===== src/rtl/mac_job_arbiter_pkg.sv =====
// mac_arb_pkg: shared types, default parameters and helpers for the MAC job arbiter.
package mac_arb_pkg;
    typedef enum logic [2:0] {ARB, LOAD, RUN, WAIT, ACC, DONE} state_t;

    localparam int NUM_REQ_D = 4;
    localparam int WIDTH_D   = 8;
    localparam int LEN_W_D   = 4;
    localparam int ACC_W_D   = 20;
    localparam int MAX_REQ   = 8;

    function automatic logic [2:0] oh2idx(input logic [MAX_REQ-1:0] oh);
        oh2idx = '0;
        for (int i = 0; i < MAX_REQ; i++) if (oh[i]) oh2idx = 3'(i);
    endfunction
endpackage


===== src/rtl/mac_job_arbiter_if.sv =====
// mac_job_arbiter_if: requester channels, multiplier channel and result port
// of the shared MAC arbiter; slave is the arbiter side.
interface mac_job_arbiter_if
    import mac_arb_pkg::*;
#(
    parameter int NUM_REQ = NUM_REQ_D,
    parameter int WIDTH   = WIDTH_D,
    parameter int LEN_W   = LEN_W_D,
    parameter int ACC_W   = ACC_W_D
);
    localparam int IDX_W = $clog2(NUM_REQ);
    logic [NUM_REQ-1:0]       req_valid;
    logic [NUM_REQ*LEN_W-1:0] req_len;
    logic [NUM_REQ*WIDTH-1:0] op_a;
    logic [NUM_REQ*WIDTH-1:0] op_b;
    logic [NUM_REQ-1:0]       op_ack;
    logic [NUM_REQ-1:0]       grant;
    logic                     mul_start;
    logic [WIDTH-1:0]         mul_a;
    logic [WIDTH-1:0]         mul_b;
    logic                     mul_done;
    logic [2*WIDTH-1:0]       mul_product;
    logic                     res_valid;
    logic [IDX_W-1:0]         res_id;
    logic [ACC_W-1:0]         res_data;
    logic                     busy;

    modport slave (
        input  req_valid, req_len, op_a, op_b, mul_done, mul_product,
        output op_ack, grant, mul_start, mul_a, mul_b, res_valid, res_id, res_data, busy
    );
    modport master (
        output req_valid, req_len, op_a, op_b, mul_done, mul_product,
        input  op_ack, grant, mul_start, mul_a, mul_b, res_valid, res_id, res_data, busy
    );
endinterface


===== src/rtl/mac_job_arbiter_rr_pick.sv =====
// mac_rr_pick: combinational round-robin picker; searches req & ~mask
// starting just after ptr and wrapping.
module mac_rr_pick
    import mac_arb_pkg::*;
#(
    parameter int N = 4,
    localparam int IW = $clog2(N)
) (
    input  logic [N-1:0]  req,
    input  logic [N-1:0]  mask,
    input  logic [IW-1:0] ptr,
    output logic          hit,
    output logic [IW-1:0] idx,
    output logic [N-1:0]  onehot
);
    logic [N-1:0] eff;

    // The second pass overrides the first, so anything above ptr wins over a wrap-around hit.
    always_comb begin
        eff = req & ~mask;
        onehot = '0;
        for (int i = N - 1; i >= 0; i--) if (eff[i] && i <= int'(ptr)) onehot = N'(1) << i;
        for (int i = N - 1; i >= 0; i--) if (eff[i] && i > int'(ptr)) onehot = N'(1) << i;
    end

    assign hit = |eff;
    assign idx = IW'(oh2idx(MAX_REQ'(onehot)));
endmodule


===== src/rtl/mac_job_arbiter.sv =====
// mac_job_arbiter: grants requesters round-robin and sequences one shared
// shift-add multiplier through each job, returning the tagged accumulated sum.
module mac_job_arbiter
    import mac_arb_pkg::*;
#(
    parameter int NUM_REQ = NUM_REQ_D,
    parameter int WIDTH   = WIDTH_D,
    parameter int LEN_W   = LEN_W_D,
    parameter int ACC_W   = ACC_W_D
) (
    input  logic             clk,
    input  logic             reset,
    mac_job_arbiter_if.slave bus
);
    localparam int IDX_W = $clog2(NUM_REQ);

    state_t             state_q, state_d;
    logic [IDX_W-1:0]   rr_ptr_q, rr_ptr_d, res_id_q, res_id_d, pick_idx;
    logic [NUM_REQ-1:0] grant_q, grant_d, mask_q, mask_d, pick_oh;
    logic               pick_hit;
    logic [LEN_W-1:0]   cnt_q, cnt_d;
    logic [ACC_W-1:0]   acc_q, acc_d, res_data_q, res_data_d, acc_sum;
    logic [2*WIDTH-1:0] prod_q, prod_d;
    logic [WIDTH-1:0]   mul_a_q, mul_a_d, mul_b_q, mul_b_d;

    mac_rr_pick #(.N(NUM_REQ)) u_pick (
        .req    (bus.req_valid),
        .mask   (mask_q),
        .ptr    (rr_ptr_q),
        .hit    (pick_hit),
        .idx    (pick_idx),
        .onehot (pick_oh)
    );

    assign acc_sum = acc_q + ACC_W'(prod_q);

    always_ff @(posedge clk) begin
        if (!reset) state_q <= ARB;
        else        state_q <= state_d;
    end

    always_comb begin
        state_d = state_q;
        case (state_q)
            ARB:     state_d = pick_hit ? LOAD : ARB;
            LOAD:    state_d = RUN;
            RUN:     state_d = WAIT;
            WAIT:    state_d = bus.mul_done ? ACC : WAIT;
            ACC:     state_d = (cnt_q == '0) ? DONE : LOAD;
            DONE:    state_d = ARB;
            default: state_d = ARB;
        endcase
    end

    always_comb begin
        bus.op_ack    = (state_q == LOAD) ? grant_q : '0;
        bus.mul_start = state_q == RUN;
        bus.res_valid = state_q == DONE;
        bus.busy      = state_q != ARB;
    end

    assign bus.grant    = grant_q;
    assign bus.mul_a    = mul_a_q;
    assign bus.mul_b    = mul_b_q;
    assign bus.res_id   = res_id_q;
    assign bus.res_data = res_data_q;

    // rr_ptr doubles as the index of the job in flight; it only moves at grant.
    always_comb begin
        rr_ptr_d   = rr_ptr_q;
        grant_d    = grant_q;
        cnt_d      = cnt_q;
        acc_d      = acc_q;
        prod_d     = prod_q;
        mul_a_d    = mul_a_q;
        mul_b_d    = mul_b_q;
        res_id_d   = res_id_q;
        res_data_d = res_data_q;
        mask_d     = '0;
        case (state_q)
            ARB: if (pick_hit) begin
                grant_d  = pick_oh;
                rr_ptr_d = pick_idx;
                cnt_d    = bus.req_len[pick_idx*LEN_W +: LEN_W];
                acc_d    = '0;
            end
            LOAD: begin
                mul_a_d = bus.op_a[rr_ptr_q*WIDTH +: WIDTH];
                mul_b_d = bus.op_b[rr_ptr_q*WIDTH +: WIDTH];
            end
            WAIT: if (bus.mul_done) prod_d = bus.mul_product;
            ACC: begin
                acc_d = acc_sum;
                if (cnt_q == '0) begin
                    res_id_d   = rr_ptr_q;
                    res_data_d = acc_sum;
                end else cnt_d = cnt_q - LEN_W'(1);
            end
            DONE: begin
                grant_d = '0;
                mask_d  = grant_q;
            end
            default: ;
        endcase
    end

    // The finished requester may still show req_valid in the ARB cycle after DONE; mask_q hides it.
    always_ff @(posedge clk) begin
        if (!reset) begin
            rr_ptr_q   <= IDX_W'(NUM_REQ - 1);
            grant_q    <= '0;
            mask_q     <= '0;
            cnt_q      <= '0;
            acc_q      <= '0;
            prod_q     <= '0;
            mul_a_q    <= '0;
            mul_b_q    <= '0;
            res_id_q   <= '0;
            res_data_q <= '0;
        end else begin
            rr_ptr_q   <= rr_ptr_d;
            grant_q    <= grant_d;
            mask_q     <= mask_d;
            cnt_q      <= cnt_d;
            acc_q      <= acc_d;
            prod_q     <= prod_d;
            mul_a_q    <= mul_a_d;
            mul_b_q    <= mul_b_d;
            res_id_q   <= res_id_d;
            res_data_q <= res_data_d;
        end
    end
endmodule

===== src/flat_wrapper.sv =====
// flat-port wrapper written by rule: the top's interface ports become plain ports
module mac_job_arbiter_flat import mac_arb_pkg::*;
#(
    parameter int NUM_REQ = NUM_REQ_D,
    parameter int WIDTH   = WIDTH_D,
    parameter int LEN_W   = LEN_W_D,
    parameter int ACC_W   = ACC_W_D
)
  (clk, reset, bus_req_valid, bus_req_len, bus_op_a, bus_op_b, bus_mul_done, bus_mul_product, bus_op_ack, bus_grant, bus_mul_start, bus_mul_a, bus_mul_b, bus_res_valid, bus_res_id, bus_res_data, bus_busy);
  mac_job_arbiter_if #(.NUM_REQ(NUM_REQ), .WIDTH(WIDTH), .LEN_W(LEN_W), .ACC_W(ACC_W)) bus_i ();
  input  logic clk;
  input  logic reset;
  input wire logic [$bits(bus_i.req_valid)-1:0] bus_req_valid;
  input wire logic [$bits(bus_i.req_len)-1:0] bus_req_len;
  input wire logic [$bits(bus_i.op_a)-1:0] bus_op_a;
  input wire logic [$bits(bus_i.op_b)-1:0] bus_op_b;
  input wire logic [$bits(bus_i.mul_done)-1:0] bus_mul_done;
  input wire logic [$bits(bus_i.mul_product)-1:0] bus_mul_product;
  output wire logic [$bits(bus_i.op_ack)-1:0] bus_op_ack;
  output wire logic [$bits(bus_i.grant)-1:0] bus_grant;
  output wire logic [$bits(bus_i.mul_start)-1:0] bus_mul_start;
  output wire logic [$bits(bus_i.mul_a)-1:0] bus_mul_a;
  output wire logic [$bits(bus_i.mul_b)-1:0] bus_mul_b;
  output wire logic [$bits(bus_i.res_valid)-1:0] bus_res_valid;
  output wire logic [$bits(bus_i.res_id)-1:0] bus_res_id;
  output wire logic [$bits(bus_i.res_data)-1:0] bus_res_data;
  output wire logic [$bits(bus_i.busy)-1:0] bus_busy;
  assign bus_i.req_valid = bus_req_valid;
  assign bus_i.req_len = bus_req_len;
  assign bus_i.op_a = bus_op_a;
  assign bus_i.op_b = bus_op_b;
  assign bus_i.mul_done = bus_mul_done;
  assign bus_i.mul_product = bus_mul_product;
  assign bus_op_ack = bus_i.op_ack;
  assign bus_grant = bus_i.grant;
  assign bus_mul_start = bus_i.mul_start;
  assign bus_mul_a = bus_i.mul_a;
  assign bus_mul_b = bus_i.mul_b;
  assign bus_res_valid = bus_i.res_valid;
  assign bus_res_id = bus_i.res_id;
  assign bus_res_data = bus_i.res_data;
  assign bus_busy = bus_i.busy;
  mac_job_arbiter #(.NUM_REQ(NUM_REQ), .WIDTH(WIDTH), .LEN_W(LEN_W), .ACC_W(ACC_W)) u_core (.clk(clk), .reset(reset), .bus(bus_i));
endmodule

===== config.mk =====
export PLATFORM = sky130hd
export DESIGN_NAME = mac_job_arbiter_flat
export DESIGN_NICKNAME = d
export VERILOG_FILES = /design/src/rtl/mac_job_arbiter_pkg.sv /design/src/rtl/mac_job_arbiter_if.sv /design/src/rtl/mac_job_arbiter_rr_pick.sv /design/src/rtl/mac_job_arbiter.sv /design/src/flat_wrapper.sv
export SDC_FILE = /design/constraint.sdc
export NUM_CORES = 1
export LEC_CHECK = 0
export CAP_MARGIN = 10
export CORE_MARGIN = 2
export CORE_UTILIZATION = 43
export CTS_CLUSTER_SIZE = 10
export DETAILED_ROUTE_END_ITERATION = 10
export PLACE_DENSITY_LB_ADDON = 0.15
export RECOVER_POWER = 100
export SETUP_SLACK_MARGIN = 0.3
export SYNTH_ARGS = -nofsm -noshare
export SYNTH_HDL_FRONTEND = slang
export SYNTH_HIERARCHICAL = 1
export SYNTH_SLANG_ARGS = --single-unit

===== constraint.sdc =====
create_clock -name clk -period 2.2 [get_ports clk]
set_input_delay 0.44 -clock clk [delete_from_list [all_inputs] [get_ports clk]]
set_output_delay 0.44 -clock clk [all_outputs]
set_load 0.005 [all_outputs]

==> results of run 1 <==
==> path summary, 6_finish.rpt <==
| kind | start | to | slack (ns) | cells past startpoint |
|---|---|---|---|---|
| setup / recovery | u_core/acc_q[0] | u_core/bus.res_data[8] | 0.06 | 10 |
| hold / removal | u_core/bus.res_id[0] | u_core/bus.res_id[0] | 0.45 | 2 |
| setup reg to reg | u_core/acc_q[0] | u_core/bus.res_data[8] | 0.06 | 10 |
| hold reg to reg | u_core/bus.res_id[0] | u_core/bus.res_id[0] | 0.45 | 2 |
==> kinds of logic after synthesis <==
kind of cell / after synthesis / share of synthesized area
buf+inv: 57 / 0.0474
flops: 91 / 0.354
xor+xnor: 11 / 0.0187
simple gates: 260 / 0.242
compound gates: 168 / 0.198
fa+ha+maj: 19 / 0.0477
mux: 22 / 0.0915
==> report_power, final <==
group	internal [W]	switching [W]	total, W	leakage, nW
Clock	0.00100	0.000646	0.00165	0.162
Combinational	0.000722	0.000563	0.00128	1.95
Sequential	0.00174	0.0000973	0.00184	0.743
Total	0.00347	0.00131	0.00477	2.85
==> flip-flops by register name (all words and copies together), names as in the netlist <==
register             cells
u_core/mask_q            4
u_core/prod_q           16
u_core/bus.res_data     20
u_core/rr_ptr_q          2
u_core/bus.mul_b         8
u_core/state_q           3
u_core/bus.res_id        2
u_core/bus.mul_a         8
u_core/cnt_q             4
u_core/acc_q            20
u_core/bus.grant         4
==> layout make-up <==
class	count	area (µm²)
sequential	91	1840
clock inverter	3	43.8
multi-input combinational	480	3440
tap	143	179
timing repair buffer	207	1940
fill	936	3790
clock buffer	13	280
inverter	12	45.0
==> metrics by stage <==
step	util	setup TNS, ns	worst slack (ns)	area (µm²)	instances
2_1_floorplan	-	0	0.0572	5180	628
3_5_place_dp	0.603	-1.78	-0.479	6970	914
3_3_place_gp	0.603	-1.32	-0.393	6970	914
5_1_grt	0.673	-0.0706	-0.0235	7780	949
4_1_cts	0.652	0	0.0596	7540	943
6_report	0.673	0	0.0622	7780	949
==> synth_stat cells (3+ instances only) <==
master	instances
or3_1	4
xnor2_1	8
nand4b_1	3
a21oi_1	77
o31ai_1	3
mux4_2	20
o21a_1	6
dfxtp_1	91
nand4_1	7
nor2_1	26
nor3_1	10
buf_2	18
and2_1	7
nor4_1	5
clkbuf_1	26
nand3_1	27
a22oi_1	4
nand3b_1	3
o21ai_0	27
and2_4	3
o22ai_1	3
o21ai_1	6
nor3b_1	5
o21bai_1	3
nand2_1	133
a31oi_1	8
a21o_1	4
ha_1	18
inv_1	11
nand2b_1	3
a211oi_1	4
o211ai_1	5
xor2_1	3
and3_1	7
==> layer usage <==
layer	part of all wire	routed length, µm
met1	0.41	6580
met2	0.49	7850
met5	0	0
met3	0.075	1190
met4	0.018	282
==> worst reg2reg max path, stage by stage, from the launching register on <==
cell and delay, ns:
dfxtp_2 0.35, ha_4 0.14, inv_2 0.03, fa_2 0.34, and2b_1 0.22, o2111a_2 0.22
buf_4 0.14, o21ai_4 0.06, nor3b_1 0.14, or3_1 0.32, a21oi_1 0.12
==> timing repair <==
action | in CTS | in global routing
setup buffers | 13 | 6
setup endpoints to repair | 46 | 38
resized for setup | 52 | 51
pin swaps | 25 | 18
==> flow_metrics.tcl, run 1 <==
set metrics [dict create \
    status "completed" \
    ant_nets 0 \
    fin_nets 923 \
    die_w_um 113 \
    slew_violations 0 \
    netlist_top_cells_area "dfxtp_1 35%, nand2_1 9.7%, mux4_2 8.8%" \
    numCtsBuffers 9 \
    fin_skew_ns 0.00737 \
    path_buf_inv 2 \
    die_h_um 113 \
    grt_use_met1 0.306 \
    synth.top_cell.area_share 0.354 \
    end_kind "register" \
    irDropWorstVdd_mv 0.436 \
    synth-main-ff-cell "dfxtp_1" \
    routed_wl_um 15900 \
    finalCriticalPeriod_ns 2.14 \
    clk_pin_slew_worst_paths_ns 0.06 \
    drt_first_pass_iters 5 \
    ys_seq_elements 91 \
    port-buffer-count 151 \
    overflow 0 \
    grt_pass1_vias 5299 \
    rows 39 \
    hold_buffers 0 \
    dieArea_um2 12900 \
    n_antenna_cell 0 \
    power.density_nw_per_um2 613 \
    hpwlAfterDp_um 11400 \
    worst_slew_pin_slew_ns 0.439 \
    rsz0062_at_grt "yes" \
    hold_path_class "reg2reg" \
    fmax_ghz 0.468 \
    crit_slowest_cell "dfxtp_2" \
    layout-drive-gt1-share 0.222 \
    grt_usage 0.250 \
    ioPinCount 152 \
    syn_inst 628 \
    gp_congestion 0.889 \
    worstPathRequired_ns 2.47 \
    clock_path_buffers 2 \
    top_usage_layer "met2" \
    crit_chain "ha_4 -> inv_2 -> fa_2 -> and2b_1 -> o2111a_2 -> buf_4 -> o21ai_4 -> nor3b_1 -> or3_1 -> a21oi_1" \
    drc 0 \
    postSynthNetCount 750 \
    antenna_found_initial 0 \
    synth-seq-area-share 0.354 \
    clock_latency_ns 0.34 \
    clock_sinks 91 \
    hold_ws_ns 0.451 \
    cp.arrival_ns 2.41 \
    totalPowerFinal_w 0.00477 \
    coreArea_um2 11600 \
    maxCapViolCount 0 \
    use_met2 0.436 \
    hold_viol_final 0 \
    grt_first_pass_wirelength_um 25800 \
    syn2layout_area_growth_pct 51.2 \
    netlist.top_cell.by_area "dfxtp_1" \
    crit_fanout 3 \
    use_met3 0.0648 \
    async_flop_share 0 \
    start_kind "register" \
    crit_type "reg2reg" \
    vias 5292 \
    slowest_delay_ns 0.35 \
    final-setup-viol-count 0 \
    cp_top_family "simple AND/OR/NAND/NOR gates" \
    clockRootBuffer "clkbuf_16" \
    wl_per_cell_um 16.8 \
    slew-limit-headroom 0.704 \
    grt_max_degree 38 \
    cellLeakagePower_nw 2.85 \
    yosysWarnings 6 \
    start_util 0.445 \
    ctsHtreeMaxLevel 3 \
    drtIter0Drc 298 \
    avgSynthCellArea_um2 8.19 \
    synth_area_um2 5140 \
    fin_crit_sh 0.972 \
    routed_via_density 5.58 \
    final_cell_mix "140 x clkdlybuf4s50_1, 131 x nand2_1, 82 x dfxtp_1" \
    synth_cell_type_count 68 \
    synth_enable_flop_cells 0 \
    final_common_cell "clkdlybuf4s50_1" \
    cts_tree "yes" \
]
Note: power is estimated with default switching activity, not from simulation.
==> inputs of run 2 (changes only) <==
--- a/config.mk
+++ b/config.mk
@@ -10,9 +10,11 @@
 export CORE_UTILIZATION = 43
 export CTS_CLUSTER_SIZE = 10
 export DETAILED_ROUTE_END_ITERATION = 10
+export GPL_TIMING_DRIVEN = 0
 export PLACE_DENSITY_LB_ADDON = 0.15
 export RECOVER_POWER = 100
 export SETUP_SLACK_MARGIN = 0.3
+export SKIP_LAST_GASP = 1
 export SYNTH_ARGS = -nofsm -noshare
 export SYNTH_HDL_FRONTEND = slang
 export SYNTH_HIERARCHICAL = 1
==> constraint.sdc (replaced) <==
create_clock -name clk -period 2.2 [get_ports clk]
set_input_delay 0.55 -clock clk [delete_from_list [all_inputs] [get_ports clk]]
set_output_delay 0.55 -clock clk [all_outputs]
set_load 0.005 [all_outputs]
==> run 2 against run 1 <==
Compared with the run above:
- the run now ends with setup timing left
- sequential cell count is the same
- hold slack gained 0.00070 ns
- routed wire length grew 7.4%
- clock skew grew 0.0016 ns
- clock-buffer cell count shrank 2
- die area is the same
- core utilization grew 0.24 points
- worst setup slack lost 0.070 ns
- largest power group unchanged
==> flow_metrics.tcl, run 2 (synthesis gave the netlist of run 1 again) <==
set metrics [dict create \
    drtIter0Drc 351 \
    grt_pass1_vias 5335 \
    grt_first_pass_wirelength_um 26200 \
    coreArea_um2 11600 \
    clock_sinks 91 \
    hold_path_class "reg2reg" \
    vias 5549 \
    syn2layout_area_growth_pct 51.7 \
    ant_nets 0 \
    fillCellCount 945 \
    drc 0 \
    dieArea_um2 12900 \
    grt_max_degree 14 \
    n_antenna_cell 0 \
    cts_tree "yes" \
    fin_crit_sh 1.00 \
    final_cell_mix "129 x nand2_1, 97 x clkdlybuf4s50_1, 78 x dfxtp_1" \
    maxCapViolCount 0 \
    hold_buffers 0 \
    slew-limit-headroom 0.631 \
    numCtsBuffers 9 \
    final_common_cell "nand2_1" \
    start_kind "register" \
    crit_type "reg2out" \
    crit_fanout 4 \
    overflow 0 \
    routed_via_density 5.73 \
    hpwlAfterDp_um 12100 \
    final-setup-viol-count 1 \
    ctsHtreeMaxLevel 3 \
    drt_first_pass_iters 5 \
    routed_wl_um 17100 \
    fin_skew_ns 0.00900 \
    irDropWorstVdd_mv 0.416 \
    hold_viol_final 0 \
    fmax_ghz 0.453 \
    totalPowerFinal_w 0.00449 \
    cellLeakagePower_nw 3.00 \
    wl_per_cell_um 17.6 \
    die_w_um 113 \
    end_kind "primary output" \
    port-buffer-count 151 \
    antenna_found_initial 0 \
    preCtsSetupSlack_ns -0.623 \
    clock_path_buffers 2 \
    multiInputGateArea_um2 3470 \
    layout_setup_ws_ns -0.00795 \
    clockRootBuffer "clkbuf_16" \
    grt_usage 0.255 \
    gp_congestion 0.925 \
    worst_slew_pin_slew_ns 0.554 \
    fin_nets 946 \
    start_util 0.445 \
    clk_pin_slew_worst_paths_ns 0.06 \
    final_util 0.675 \
    violations "setup timing" \
    fin_cells 969 \
    clock_latency_ns 0.35 \
    ioPinCount 152 \
    rows 39 \
    seq_area_um2 1840 \
    power.density_nw_per_um2 575 \
    slew_violations 0 \
    rsz0062_at_grt "yes" \
    layout-drive-gt1-share 0.247 \
    finalCriticalPeriod_ns 2.21 \
    dp_cells 922 \
    worstPathRequired_ns 1.65 \
    cp.arrival_ns 1.66 \
    status "finished, violations left" \
    die_h_um 113 \
]
## run 2: cell count changes in the layout (fill, tap and decap cells not counted), sizes merged
cell and delta:
dlygate4sd2 -7, clkinv -1, clkdlybuf4s50 -43, dlygate4sd3 +43, buf +2, clkinvlp +1
clkbuf +26, bufinv -1
## run 2: per-layer routing
layer / track usage / vias to the layer above / wire length, µm
met5: 0 / - / 0
met4: 0.0862 / 0 / 380
met3: 0.0606 / 35 / 1210
met2: 0.449 / 233 / 8650
met1: 0.305 / 2634 / 6850
li1: - / 2647 / -
## run 2: worst max-delay path, stage by stage, from the launching register on
cell	delay, ns
dfxtp_1	0.34
buf_8	0.13
nor3b_2	0.18
clkbuf_1	0.21
buf_6	0.14
buf_6	0.09
and2_4	0.13
buf_6	0.09
## run 2: what timing repair did
item / in CTS / in global routing
setup endpoints to repair: 93 / 76
pin swaps: 21 / 29
cloned: 0 / 0
resized for setup: 94 / 105
setup buffers: 23 / 11
## run 2: through the flow
| stage | hold slack (ns) | cell area [µm²] | TNS, ns |
|---|---|---|---|
| after floorplan | 0.436 | 5180 | 0 |
| after global placement | 0.441 | 6870 | -21.15 |
| after detailed placement | 0.448 | 6870 | -23.93 |
| after CTS | 0.456 | 7450 | -0.000485 |
| after global routing | 0.467 | 7800 | -0.734 |
| final | 0.451 | 7800 | -0.00795 |
## run 2: area by class of cell
cell class | count | area share
plain buffers | 45 | 0.0322
flip-flops and latches | 91 | 0.236
clock buffers | 11 | 0.0298
repair buffers | 185 | 0.227
multi-input cells | 480 | 0.444
well taps | 143 | 0.0229
clock inverters | 2 | 0.00208
inverters | 12 | 0.00577
## run 2: worst paths after layout
check	startpoint	end	slack, ns	cells after the start
worst max-delay path	u_core/state_q[2]	bus_op_ack[3]	-0.008	7
worst min-delay path	u_core/bus.mul_b[7]	u_core/bus.mul_b[7]	0.45	2
worst max register to register	u_core/acc_q[0]	u_core/bus.res_data[8]	0	10
worst min register to register	u_core/bus.mul_b[7]	u_core/bus.mul_b[7]	0.45	2
## run 2: power by group
| part | leakage, nW | internal (W) | switching, W |
|---|---|---|---|
| clock | 0.118 | 0.000749 | 0.000620 |
| combinational | 2.14 | 0.000688 | 0.000605 |
| sequential | 0.743 | 0.00174 | 0.0000833 |
==> inputs of run 3 (changes only) <==
--- a/config.mk
+++ b/config.mk
@@ -19,3 +19,4 @@
 export SYNTH_HDL_FRONTEND = slang
 export SYNTH_HIERARCHICAL = 1
 export SYNTH_SLANG_ARGS = --single-unit
+export TNS_END_PERCENT = 5
==> run 3 against run 2 <==
Compared with the run above:
- the run still ends with setup timing left
- clock-buffer cell count rose by 2
- highest routed layer unchanged
- global-route usage fell by 0.83 points
- die area did not move
- largest cell class unchanged
==> flow_metrics.tcl, run 3 (synthesis gave the netlist of run 1 again) <==
set metrics [dict create \
    grt_first_pass_wirelength_um 25400 \
    wl_per_cell_um 17.1 \
    hold_path_class "reg2reg" \
    ctsHtreeMaxLevel 3 \
    die_w_um 113 \
    power.density_nw_per_um2 607 \
    start_util 0.445 \
    rows 39 \
    end_kind "register" \
    drc 0 \
    ioPinCount 152 \
    layout_setup_ws_ns -0.0220 \
    slew-limit-headroom 0.567 \
    die_h_um 113 \
    slowest_delay_ns 0.36 \
    n_antenna_cell 0 \
    layout-drive-gt1-share 0.173 \
    crit_fanout 5 \
    port-buffer-count 151 \
    gp_congestion 0.932 \
    routed_via_density 5.75 \
    final_cell_mix "131 x nand2_1, 99 x clkdlybuf4s50_1, 84 x dfxtp_1" \
    cellLeakagePower_nw 2.91 \
    clock_sinks 91 \
    drtIter0Drc 347 \
    coreArea_um2 11600 \
    start_kind "register" \
    preCtsSetupSlack_ns -0.633 \
    violations "setup timing" \
    cts_tree "yes" \
    crit_slowest_cell "dfxtp_2" \
    clk_pin_slew_worst_paths_ns 0.07 \
    maxCapViolCount 0 \
    drt_first_pass_iters 5 \
    hold_viol_final 0 \
    worst_slew_pin_slew_ns 0.645 \
    status "finished, violations left" \
    cp_top_family "compound AO/OA/AOI/OAI gates" \
    fin_nets 926 \
    hold_buffers 0 \
    numCtsBuffers 9 \
    clock_latency_ns 0.34 \
    finalCriticalPeriod_ns 2.22 \
    grt_usage 0.246 \
    worstPathRequired_ns 2.48 \
    crit_type "reg2reg" \
    path_buf_inv 2 \
    fin_crit_sh 1.01 \
    overflow 0 \
    slew_violations 0 \
    final_common_cell "nand2_1" \
    clockRootBuffer "clkbuf_16" \
    cp.arrival_ns 2.50 \
    dp_cells 922 \
    clock_path_buffers 2 \
    routed_wl_um 16300 \
    fmax_ghz 0.450 \
    vias 5475 \
    grt_pass1_vias 5395 \
    final-setup-viol-count 2 \
    fin_skew_ns 0.00926 \
    fin_cells 952 \
    ant_nets 0 \
    crit_chain "ha_4 -> inv_2 -> fa_2 -> and2b_1 -> o2111a_2 -> o211ai_4 -> and2_4 -> buf_6 -> o41a_1 -> a21oi_2" \
    dieArea_um2 12900 \
    hpwlAfterDp_um 12200 \
    grt_max_degree 15 \
    antenna_found_initial 0 \
    syn2layout_area_growth_pct 46.2 \
    rsz0062_at_grt "yes" \
    irDropWorstVdd_mv 0.476 \
]
[run 3: cell type report]
| cell class | count | area, µm² |
|---|---|---|
| repair buffers | 165 | 1600 |
| well taps | 143 | 179 |
| multi-input cells | 480 | 3310 |
| fillers | 969 | 4050 |
| plain buffers | 45 | 249 |
| clock buffers | 13 | 260 |
| flip-flops and latches | 91 | 1830 |
| clock inverters | 3 | 46.3 |
| inverters | 12 | 45.0 |
[run 3: path summary, 6_finish.rpt]
check	start	slack, ns	cells after the start	end
worst max-delay path	u_core/prod_q[0]	-0.02	10	u_core/acc_q[16]
worst min-delay path	u_core/bus.res_id[1]	0.45	2	u_core/bus.res_id[1]
worst max register to register	u_core/prod_q[0]	-0.02	10	u_core/acc_q[16]
worst min register to register	u_core/bus.res_id[1]	0.45	2	u_core/bus.res_id[1]
[run 3: worst min-delay path: cells and delay by family, from the launching register on]
| family | cells | cell delay (ns) |
|---|---|---|
| compound gates | 1 | 0.05 |
| flops | 1 | 0.30 |
| simple gates | 1 | 0.05 |
[run 3: repair_timing]
action,CTS,global route
hold endpoints to repair,0,0
buffers inserted,7,6
setup endpoints to repair,93,93
gates cloned,1,0
pin swaps,11,9
resized for setup,44,53
[run 3: per-layer routing]
layer  routed length, µm  track usage  vias up
met2                8020        0.427      243
met3                1480       0.0654       29
met4                 335       0.0772        0
met5                   0            0        -
li1                    -            -     2606
met1                6460        0.300     2597
[run 3: power breakdown]
group	switching, W	internal [W]	leakage (nW)
logic	0.000553	0.000615	2.02
clock network	0.000635	0.000946	0.146
registers	0.0000754	0.00174	0.741
total	0.00126	0.00330	2.91
[run 3: stage by stage]
stage | TNS [ns] | utilization | total power (W) | hold slack (ns) | area, µm²
finish | -0.0220 | 0.650 | 0.00456 | 0.453 | 7520
global route | -0.467 | 0.650 | 0.00476 | 0.466 | 7520
CTS | -0.00649 | 0.631 | 0.00459 | 0.455 | 7300
detailed placement | -22.91 | 0.593 | 0.00297 | 0.446 | 6850
global placement | -20.87 | 0.593 | 0.00294 | 0.441 | 6850
floorplan | 0 | - | 0.00248 | 0.436 | 5160
